## src/rtl/otp_keypad_entry.sv

```systemverilog
// Keypad front end: collects hex digits into an OTP word and hands it to the OTP comparison FSM.
// Optional inactivity timer enabled by defining OTP_KEYPAD_TIMEOUT_EN.
module otp_keypad_entry #(
  parameter int MAX_DIGITS  = 8,
  parameter int MIN_DIGITS  = 1,
  parameter int TIMEOUT_CYC = 50000000
) (
  input  logic        clk,
  input  logic        rst,
  input  logic        key_start,
  input  logic        key_valid,
  input  logic [3:0]  key_digit,
  input  logic        key_back,
  input  logic        key_clear,
  input  logic        key_enter,
  output logic        req_access,
  output logic        enter_otp,
  output logic [31:0] user_entered_otp,
  output logic [3:0]  digit_count,
  output logic        busy,
  output logic        timeout
);

  // state     | meaning
  // S_IDLE    | waiting for key_start; last entry held on the outputs
  // S_COLLECT | accepting digit / back / clear / enter keys
  // S_SUB_REQ | req_access pulse to the OTP FSM
  // S_SUB_OTP | enter_otp pulse to the OTP FSM
  typedef enum logic [1:0] {S_IDLE, S_COLLECT, S_SUB_REQ, S_SUB_OTP} state_t;

  localparam int          OTP_BITS = 4 * MAX_DIGITS;
  localparam logic [63:0] MASK64   = (64'd1 << OTP_BITS) - 64'd1;
  localparam logic [31:0] OTP_MASK = MASK64[31:0];
  localparam logic [3:0]  MAX_CNT  = 4'(MAX_DIGITS);
  localparam logic [3:0]  MIN_CNT  = 4'(MIN_DIGITS);

  state_t state;
  logic   key_any;

  assign key_any = key_clear | key_back | key_enter | key_valid | key_start;

`ifdef OTP_KEYPAD_TIMEOUT_EN
  localparam int         TW       = (TIMEOUT_CYC > 1) ? $clog2(TIMEOUT_CYC) : 1;
  localparam logic [TW-1:0] IDLE_TC = TW'(TIMEOUT_CYC - 1);
  logic [TW-1:0] idle_cnt;
`else
  // Timer absent: the comparison is false for every legal TIMEOUT_CYC.
  assign timeout = (TIMEOUT_CYC < 0);
`endif

  always_ff @(posedge clk) begin
    if (rst) begin
      state            <= S_IDLE;
      user_entered_otp <= '0;
      digit_count      <= '0;
      req_access       <= 1'b0;
      enter_otp        <= 1'b0;
      busy             <= 1'b0;
`ifdef OTP_KEYPAD_TIMEOUT_EN
      timeout          <= 1'b0;
      idle_cnt         <= '0;
`endif
    end else begin
      req_access <= 1'b0;
      enter_otp  <= 1'b0;
`ifdef OTP_KEYPAD_TIMEOUT_EN
      timeout    <= 1'b0;
`endif
      case (state)
        S_IDLE: begin
          if (key_start) begin
            state            <= S_COLLECT;
            user_entered_otp <= '0;
            digit_count      <= '0;
            busy             <= 1'b1;
`ifdef OTP_KEYPAD_TIMEOUT_EN
            idle_cnt         <= '0;
`endif
          end
        end
        S_COLLECT: begin
          if (key_clear) begin
            user_entered_otp <= '0;
            digit_count      <= '0;
          end else if (key_back) begin
            if (digit_count != 4'd0) begin
              user_entered_otp <= user_entered_otp >> 4;
              digit_count      <= digit_count - 4'd1;
            end
          end else if (key_enter) begin
            if (digit_count >= MIN_CNT) begin
              state      <= S_SUB_REQ;
              req_access <= 1'b1;
            end
          end else if (key_valid) begin
            if (digit_count < MAX_CNT) begin
              user_entered_otp <= {user_entered_otp[27:0], key_digit} & OTP_MASK;
              digit_count      <= digit_count + 4'd1;
            end
          end else if (key_start) begin
            user_entered_otp <= '0;
            digit_count      <= '0;
          end
`ifdef OTP_KEYPAD_TIMEOUT_EN
          // Any key activity, even an ignored one, restarts the idle window.
          if (key_any) begin
            idle_cnt <= '0;
          end else if (idle_cnt == IDLE_TC) begin
            idle_cnt         <= '0;
            timeout          <= 1'b1;
            user_entered_otp <= '0;
            digit_count      <= '0;
            busy             <= 1'b0;
            state            <= S_IDLE;
          end else begin
            idle_cnt <= idle_cnt + 1'b1;
          end
`endif
        end
        S_SUB_REQ: begin
          state     <= S_SUB_OTP;
          enter_otp <= 1'b1;
        end
        S_SUB_OTP: begin
          state <= S_IDLE;
          busy  <= 1'b0;
        end
        default: state <= S_IDLE;
      endcase
    end
  end

`ifndef OTP_KEYPAD_TIMEOUT_EN
  logic unused_key_any;
  assign unused_key_any = key_any;
`endif

endmodule

```

## config.mk

```make
export PLATFORM = sky130hd
export DESIGN_NAME = otp_keypad_entry
export DESIGN_NICKNAME = d
export VERILOG_FILES = /design/src/rtl/otp_keypad_entry.sv
export SDC_FILE = /design/constraint.sdc
export NUM_CORES = 1
export LEC_CHECK = 0
export CORE_MARGIN = 3
export CORE_UTILIZATION = 49
export DETAILED_ROUTE_END_ITERATION = 6
export PLACE_DENSITY = 0.79
export RECOVER_POWER = 100
export SLEW_MARGIN = 20
export SYNTH_ARGS = -nofsm -noshare
export SYNTH_HDL_FRONTEND = slang
export SYNTH_SLANG_ARGS = --single-unit
```

## constraint.sdc

```tcl
create_clock -name clk -period 2.2 [get_ports clk]
set_input_delay 0.33 -clock clk [delete_from_list [all_inputs] [get_ports clk]]
set_output_delay 0.33 -clock clk [all_outputs]
set_load 0.03 [all_outputs]
```

==> flow_metrics.tcl <==
set metrics [dict create \
    status "finished, final reports clean" \
    cp_common_cell "buf_4" \
    crit_chain "dlygate4sd3_1 -> buf_4 -> nor2b_1 -> nand2_1 -> buf_4 -> o221ai_1 -> a22oi_1" \
    powerDensity_nw_per_um2 1310 \
    syn_nets 244 \
    multi_input_area_sq_um 1100 \
    coreArea_sq_um 4060 \
    min_period_ps 2000 \
    drt_iter0_markers 188 \
    area.growth.synth_to_final_pct 29.9 \
    rsz0062_at_grt "no" \
    slew_violations 0 \
    maxCapViolations 0 \
    finalCritPeriodShare 0.909 \
    cts-htree-levels 2 \
    cts-root-buf "clkbuf_8" \
    synth_compound_area_frac 0.343 \
    yosys_most_used_dff "dfxtp_1" \
    slowest_delay_ps 700 \
    vias_per_cell 6.12 \
    fp.dieH_um 71.5 \
    yosys-mux-area-fraction 0.0143 \
    synthAdderAreaFrac 0.0417 \
    cts_buffer_depth 2 \
    start_util 0.518 \
    fp.dieW_um 71.5 \
    syn_area_sq_um 2100 \
    worstSkewPairLatency_ps 290 \
    fin_skew_ps 4.34 \
    synth.avg_cell_area_sq_um 9.30 \
    path_max_fanout 27 \
    overflow 0 \
    synth_edf_count 0 \
    grt_pass1_wl_um 8620 \
    synth_cells 226 \
    synthXorXnorAreaFrac 0 \
    fillCellCount 309 \
    synth_cell_types 43 \
    cts.sinks 41 \
    synth_most_common_cell "dfxtp_1" \
    clk_pin_slew_ps 80 \
    synth_top_area_frac 0.390 \
    ys_seq_area_frac 0.390 \
    post_cts_buffers 0 \
    post_cts_resized 0 \
    slowest_stage "dlygate4sd3_1" \
    fin_ws_ps 199 \
    yosys_warnings 0 \
    seqCellArea_sq_um 821 \
    grt_pass1_vias 1794 \
    dieArea_sq_um 5110 \
    p_total_w 0.00356 \
    grt_usage 0.207 \
    worstPathArrival_ps 2180 \
    placement.io_buffers 49 \
    nets 291 \
    drc 0 \
    synth_top_family_by_area "compound AO/OA/AOI/OAI gates" \
    wl_per_cell_um 16.2 \
    cts_hold_buf 0 \
    fmax_mhz 500 \
    first_pass_iters 4 \
    synthSimpleGateAreaFrac 0.143 \
    peakVddDrop_mv 0.773 \
    crit_type "in2reg" \
    dp_slack_ps 87.4 \
    required_ps 2380 \
    p_leak_nw 1.14 \
    insertedDiodeCount 0 \
    ant_nets 0 \
    cts_inserted_buffers 5 \
    antenna_found_initial 0 \
    critPathLaunchType "input pin" \
    row_count 23 \
    async_reset_ff_frac 0 \
    relSlewSlack 0.656 \
    wl_um 5260 \
    dpl.hpwl_um 3420 \
    grt_max_degree 31 \
    top_level_ports 51 \
    tightest_slew_ps 510 \
    num_vias 1982 \
    ys_seq_elements 41 \
    synth_common_cells "dfxtp_1 (41), nand2_1 (36), o221ai_1 (27)" \
    setup-tns-final_ps 0 \
    hold_violations 0 \
    synth_top_area_cell "dfxtp_1" \
    drive_above_1_share 0.0912 \
    cts_tree "done" \
    setup_viol_count_final 0 \
    ys_top_cells_by_area "dfxtp_1 (39%), o221ai_1 (11%), a22oi_1 (7.1%), a22oi_2 (6.5%), nand2_1 (6.4%)" \
    hp-class "reg2reg" \
    place_congestion 0.872 \
    end_kind "flop" \
]
-- routing by layer --
layer / wire length [um] / global-route usage
met5: 0 / 0
met4: 62 / 0.0605
met3: 287 / 0.0519
met2: 2420 / 0.306
met1: 2490 / 0.298
-- layout make-up --
class                           instances  share of cell area
Sequential cell                        41               0.301
Clock inverter                          2              0.0137
Multi-Input combinational cell        157               0.404
Tap cell                               50              0.0229
Clock buffer                            6              0.0302
Inverter                                9              0.0124
Timing Repair Buffer                   59               0.216
-- cell usage in the layout (no fill, tap or decap), types with 3 or more instances in the layout --
cell             instances
a22oi_1                 28
clkbuf_8                 6
o21ai_0                  4
mux2i_1                  3
ha_1                     7
dlygate4sd3_1           40
a22o_1                   4
a22oi_2                  3
nand2_1                 36
dfxtp_1                 41
o221ai_1                27
clkdlybuf4s50_1          9
inv_1                    8
buf_4                    8
nor2_1                   4
a21oi_1                  6
nor2b_1                  4
-- metrics by stage --
stage	utilization	hold WS (ps)	std cells	area (sq um)
2_1_floorplan	-	399	226	2100
3_3_place_gp	0.654	445	316	2650
3_5_place_dp	0.654	453	316	2650
4_1_cts	0.684	464	324	2770
5_1_grt	0.673	490	324	2730
6_report	0.673	456	324	2730
-- kinds of logic after synthesis --
family / after synthesis
other: 1
AO/OA/AOI/OAI: 86
buffers and inverters: 28
AND/OR/NAND/NOR: 60
adder cells (fa/ha/maj): 7
multiplexers: 3
flip-flops: 41
-- worst max-delay path, delay by kind of cell --
family	cells	cell delay, ps
buffers and inverters	3	1160
and+or+nand+nor	2	340
AOI/OAI and AO/OA	2	340
-- state kept, by name (all words and copies together) (netlist names) --
signal / count
enter_otp: 1
digit_count: 4
state: 2
user_entered_otp: 32
busy: 1
req_access: 1
-- path summary, 6_finish.rpt --
kind | start | endpoint | slack (ps) | cells past startpoint
setup / recovery | key_back | user_entered_otp[10] | 200 | 7
setup reg to reg | digit_count[1] | state[1] | 280 | 6
hold / removal | busy | busy | 460 | 2
hold reg to reg | busy | busy | 460 | 2
-- power breakdown --
part | internal [W] | switching (W) | leakage (nW)
sequential | 0.000924 | 0.000189 | 0.333
clock | 0.000369 | 0.000268 | 0.0574
combinational | 0.000717 | 0.00110 | 0.748
total | 0.00201 | 0.00155 | 1.14
No activity file was read; power rests on OpenSTA's default activity.
==> variant 1, RTL diff (same flow settings) <==
The option `OTP_KEYPAD_TIMEOUT_EN` is turned on by a define.
--- a/src/rtl/otp_keypad_entry.sv
+++ b/src/rtl/otp_keypad_entry.sv
@@ -1,5 +1,7 @@
 // Keypad front end: collects hex digits into an OTP word and hands it to the OTP comparison FSM.
 // Optional inactivity timer enabled by defining OTP_KEYPAD_TIMEOUT_EN.
+`define OTP_KEYPAD_TIMEOUT_EN
+
 module otp_keypad_entry #(
   parameter int MAX_DIGITS  = 8,
   parameter int MIN_DIGITS  = 1,
Function: same outputs for any inputs over 4 cycles, from zero or initial values and one cycle with rst high; that may be too few to reach the edited logic, so the function may still have changed.
==> variant 1 against the unedited design <==
  * Fmax down 6.6%
  * Hold slack improved by 0.022 ns
  * Cell area grew 67%
  * Sequential cell count increased by 27
  * Setup slack worse by 0.14 ns
  * Total power down 22%
  * Wire length grew 85%
  * Area after synthesis rose by 65%
  * Largest power group is now clock
==> variant 1: results (changes against the unedited design) <==
Input/output buffers - 50 (+2.0%)
Post-detail-place hpwl - 6650 microns (+94%)
DR WL met2 - 4630 microns (+91%)
Clock skew - 0.0126 ns (+0.00825 ns)
Critical Path AT - 2.38 ns (+0.20 ns)
Met3 wire length - 582 microns (+100%)
Cts repair resizes - 4 (+4)
Slowest stage delay, CP - 0.56 ns (-0.14 ns)
Crit-path slowest cell - or4_4
Htree depth - 3 (+1)
Sequential-to-total area share from yosys stat - 39.2% (+0.16 points)
VDD IR-drop max - 0.336 mV (-57%)
Worst R2R Setup Slack - 0.14 ns (-0.14 ns)
Final period util - 97.4% (+6.4 points)
Final GP Congestion - 0.894 (+2.5%)
Drt first-iter violations - 318 (+69%)
Switching power total - 0.660 mW (-58%)
Routed WL - 9740 microns (+85%)
All-Layer GR Usage - 24.4% (+3.7 points)
Synth Area in XOR/XNOR - 5.30% (+5.3 points)
GR Util met3 - 4.02% (-1.2 points)
Distinct cells, synth - 49 (+14%)
Met2 GRT Util - 38.8% (+8.2 points)
Global-route wire length before repair - 16400 microns (+90%)
Post-Synthesis Cells - 398 (+76%)
Share of layout cells above drive strength 1 - 11.9% (+2.7 points)
Biggest regs - user_entered_otp: 32 flops, idle_cnt: 26 flops, digit_count: 4 flops
Detailed Routing Iterations Pass 1 - 6 (+2)
P_seq - 1.25 mW (+13%)
Fin cells - 568 (+75%)
Power Combinational - 0.250 mW (-86%)
Synth Area in Compound Gates - 26.7% (-7.6 points)
CTS Buf Count - 9 (+4)
Relative slew slack - 62.1% (-3.4 points)
Top cells by count, synth - dfxtp_1, nor2_1, nand2_1
Yosys Warn Count - 0 (unchanged)
# nets final - 483 (+66%)
Placed Area - 0.00432 sq mm (+63%)
Placed Instances - 552 (+75%)
Final hold slack - 0.478 ns (+0.0220 ns)
Post-Syn Nets - 414 (+70%)
Synth Area in Adders - 1.80% (-2.4 points)
Vias in the first global route - 3383 (+89%)
CP top delay family - simple AND/OR/NAND/NOR gates
Critical path fanouts, max - 6 (-78%)
Initial antenna violation count - 0 (unchanged)
Clock latency on the worst-skew pair - 0.35 ns (+0.06 ns)
DRT met1 WL - 4320 microns (+74%)
Vias per cell - 6.15 (+0.59%)
GR Util met1 - 32.5% (+2.7 points)
Outcome - finished, final reports clean
Top post-synthesis cells by area - dfxtp_1, a22o_1, a22oi_1, o2bb2ai_1, nor2_1
[variant 1: changes by cell type in the layout (fill, tap and decap cells not counted), moves of 15 or more]
cell,before,now
dfxtp_1,41,68
buf_4,8,25
xor2_1,0,15
o221ai_1,27,0
o2bb2ai_1,2,17
nor2_1,4,37
a22o_1,4,23
[variant 1: area by class of cell]
type,instances,area [sq um]
Fill cell,540,2270
Multi-Input combinational cell,296,1990
Sequential cell,68,1360
Timing Repair Buffer,86,817
Clock buffer,10,138
Tap cell,96,120
Clock inverter,6,111
Inverter,6,22.5
[variant 1: final timing paths]
kind | to | startpoint | depth (start not counted)
max | user_entered_otp[29] | key_enter | 5
min | idle_cnt[1] | idle_cnt[1] | 2
max reg2reg | user_entered_otp[29] | idle_cnt[8] | 5
min reg2reg | idle_cnt[1] | idle_cnt[1] | 2
[variant 1: worst reg2reg max path, delay by kind of cell, from the launching register on]
kind	cells	cell delay, ns
AOI/OAI and AO/OA	1	0.31
DFF	1	0.37
and+or+nand+nor	4	1.27
==> variant 2, RTL diff (config.mk and constraints unchanged) <==
Made on the original files. Encoding of `state_t`: now Gray code (2 bits for 4 states).
--- a/src/rtl/otp_keypad_entry.sv
+++ b/src/rtl/otp_keypad_entry.sv
@@ -26,7 +26,7 @@
   // S_COLLECT | accepting digit / back / clear / enter keys
   // S_SUB_REQ | req_access pulse to the OTP FSM
   // S_SUB_OTP | enter_otp pulse to the OTP FSM
-  typedef enum logic [1:0] {S_IDLE, S_COLLECT, S_SUB_REQ, S_SUB_OTP} state_t;
+  typedef enum logic [1:0] {S_IDLE = 2'b00, S_COLLECT = 2'b01, S_SUB_REQ = 2'b11, S_SUB_OTP = 2'b10} state_t;
 
   localparam int          OTP_BITS = 4 * MAX_DIGITS;
   localparam logic [63:0] MASK64   = (64'd1 << OTP_BITS) - 64'd1;
Function: no difference found for any inputs over 4 cycles, from zero or initial values and one cycle with rst high; so few cycles prove little.
==> variant 2 against the unedited design <==
  * Die area rose by 2.5%
  * Clock skew rose by 0.00079 ns
  * Sequential share of layout area fell by 0.95 points
  * Area after synthesis rose by 2.7%
  * Setup slack improved by 0.0067 ns
  * First-iteration DRC count rose by 31%
  * Register-to-register slack got worse by 0.07 ns
  * Wire length rose by 17%
  * Sequential cell count did not move
  * Cell area rose by 3.3%
  * Synthesized cell count rose by 9.3%
  * Critical path type is now flop to flop
Power is not compared: it rests on default switching activity, and its combinational part moved more than twofold at a synthesized area within 25%.
==> variant 2: results (changes against the unedited design) <==
Outcome - finished, final reports clean
Crit-path slowest cell - dfxtp_1
Clkbuf count - 7 (+1)
Repair and plain buffers - 66 (+12%)
Largest net degree at the start of global routing - 29 (-6.5%)
Vias in the first global route - 1947 (+8.5%)
Fillcell total - 359 (+16%)
Mux cell area share after synthesis - 1.45% (+0.020 points)
Global-route wire length before repair - 10000 microns (+17%)
Clock skew - 0.00512 ns (+0.000788 ns)
# nets final - 306 (+5.2%)
Multi-input gates - 174 (+11%)
Post-detail-place hpwl - 4020 microns (+18%)
All-Layer GR Usage - 23.8% (+3.1 points)
Slowest stage delay, CP - 0.45 ns (-0.25 ns)
Post-Syn Nets - 261 (+7.0%)
Vias per cell - 6.50 (+6.2%)
Worst Tran Pin Value - 0.511 ns (+0.00126 ns)
Dpl ws - 0.113 ns (+0.0254 ns)
Multi-input logic area - 0.00118 sq mm (+7.0%)
CP top delay family - compound AO/OA/AOI/OAI gates
Layout clock area frac - 3.59% (-0.80 points)
Distinct cells, synth - 46 (+7.0%)
Seq area share - 29.1% (-0.95 points)
Final GP Congestion - 0.879 (+0.85%)
Signal inverters - 4 (-5)
Synth Area in Compound Gates - 35.7% (+1.4 points)
Top cells by count, synth - dfxtp_1, a21oi_1, nor3_1
Critical path fanouts, max - 6 (-78%)
Detailed Routing Iterations Pass 1 - 5 (+1)
Synth Area in Adders - 1.74% (-2.4 points)
## variant 2: changes by cell type in the layout (fill, tap and decap cells not counted), moves of 4 or more
cell      delta
nor3_1      +30
a21oi_1     +25
ha_1         -4
a22oi_1     -27
buf_4        +6
o221ai_1    -27
nand2_1     -33
inv_1        -4
a211oi_1     +4
a31oi_1     +27
o22a_1      +27
## variant 2: kinds of logic after synthesis
group,after synthesis
AND/OR/NAND/NOR,56
adder cells (fa/ha/maj),3
buffers and inverters,32
other,1
flip-flops,41
AO/OA/AOI/OAI,111
multiplexers,3
## variant 2: worst paths after layout
check	end	cells after the start	start	slack [ns]
hold / removal	busy	2	busy	0.52
hold reg to reg	busy	2	busy	0.52
setup / recovery	user_entered_otp[31]	6	digit_count[1]	0.21
setup reg to reg	user_entered_otp[31]	6	digit_count[1]	0.21
## variant 2: through the flow
| stage | utilization, % | instances | instance area [sq um] | hold slack, ns | total power, mW |
|---|---|---|---|---|---|
| 6_report | 68.5 | 343 | 2820 | 0.518 | 1.81 |
| 3_3_place_gp | 66.3 | 335 | 2730 | 0.498 | 1.30 |
| 2_1_floorplan | - | 247 | 2160 | 0.487 | 1.14 |
| 4_1_cts | 68.8 | 343 | 2830 | 0.521 | 1.83 |
| 3_5_place_dp | 66.3 | 335 | 2730 | 0.513 | 1.30 |
| 5_1_grt | 68.5 | 343 | 2820 | 0.542 | 1.89 |
## variant 2: worst reg2reg max path, cell delays in order, from the launching register on
cell and delay (ns):
dfxtp_1 0.45, inv_1 0.09, ha_1 0.24, and4bb_1 0.26, a221oi_1 0.35, a21oi_1 0.23, a22o_1 0.27
## variant 2: metal layers
metal,wire [microns],vias up,GRT usage (%)
met5,0,-,0
li1,-,1044,-
met4,38,0,6.56
met1,2960,1064,37.4
met2,2710,117,32.2
met3,471,4,5.26
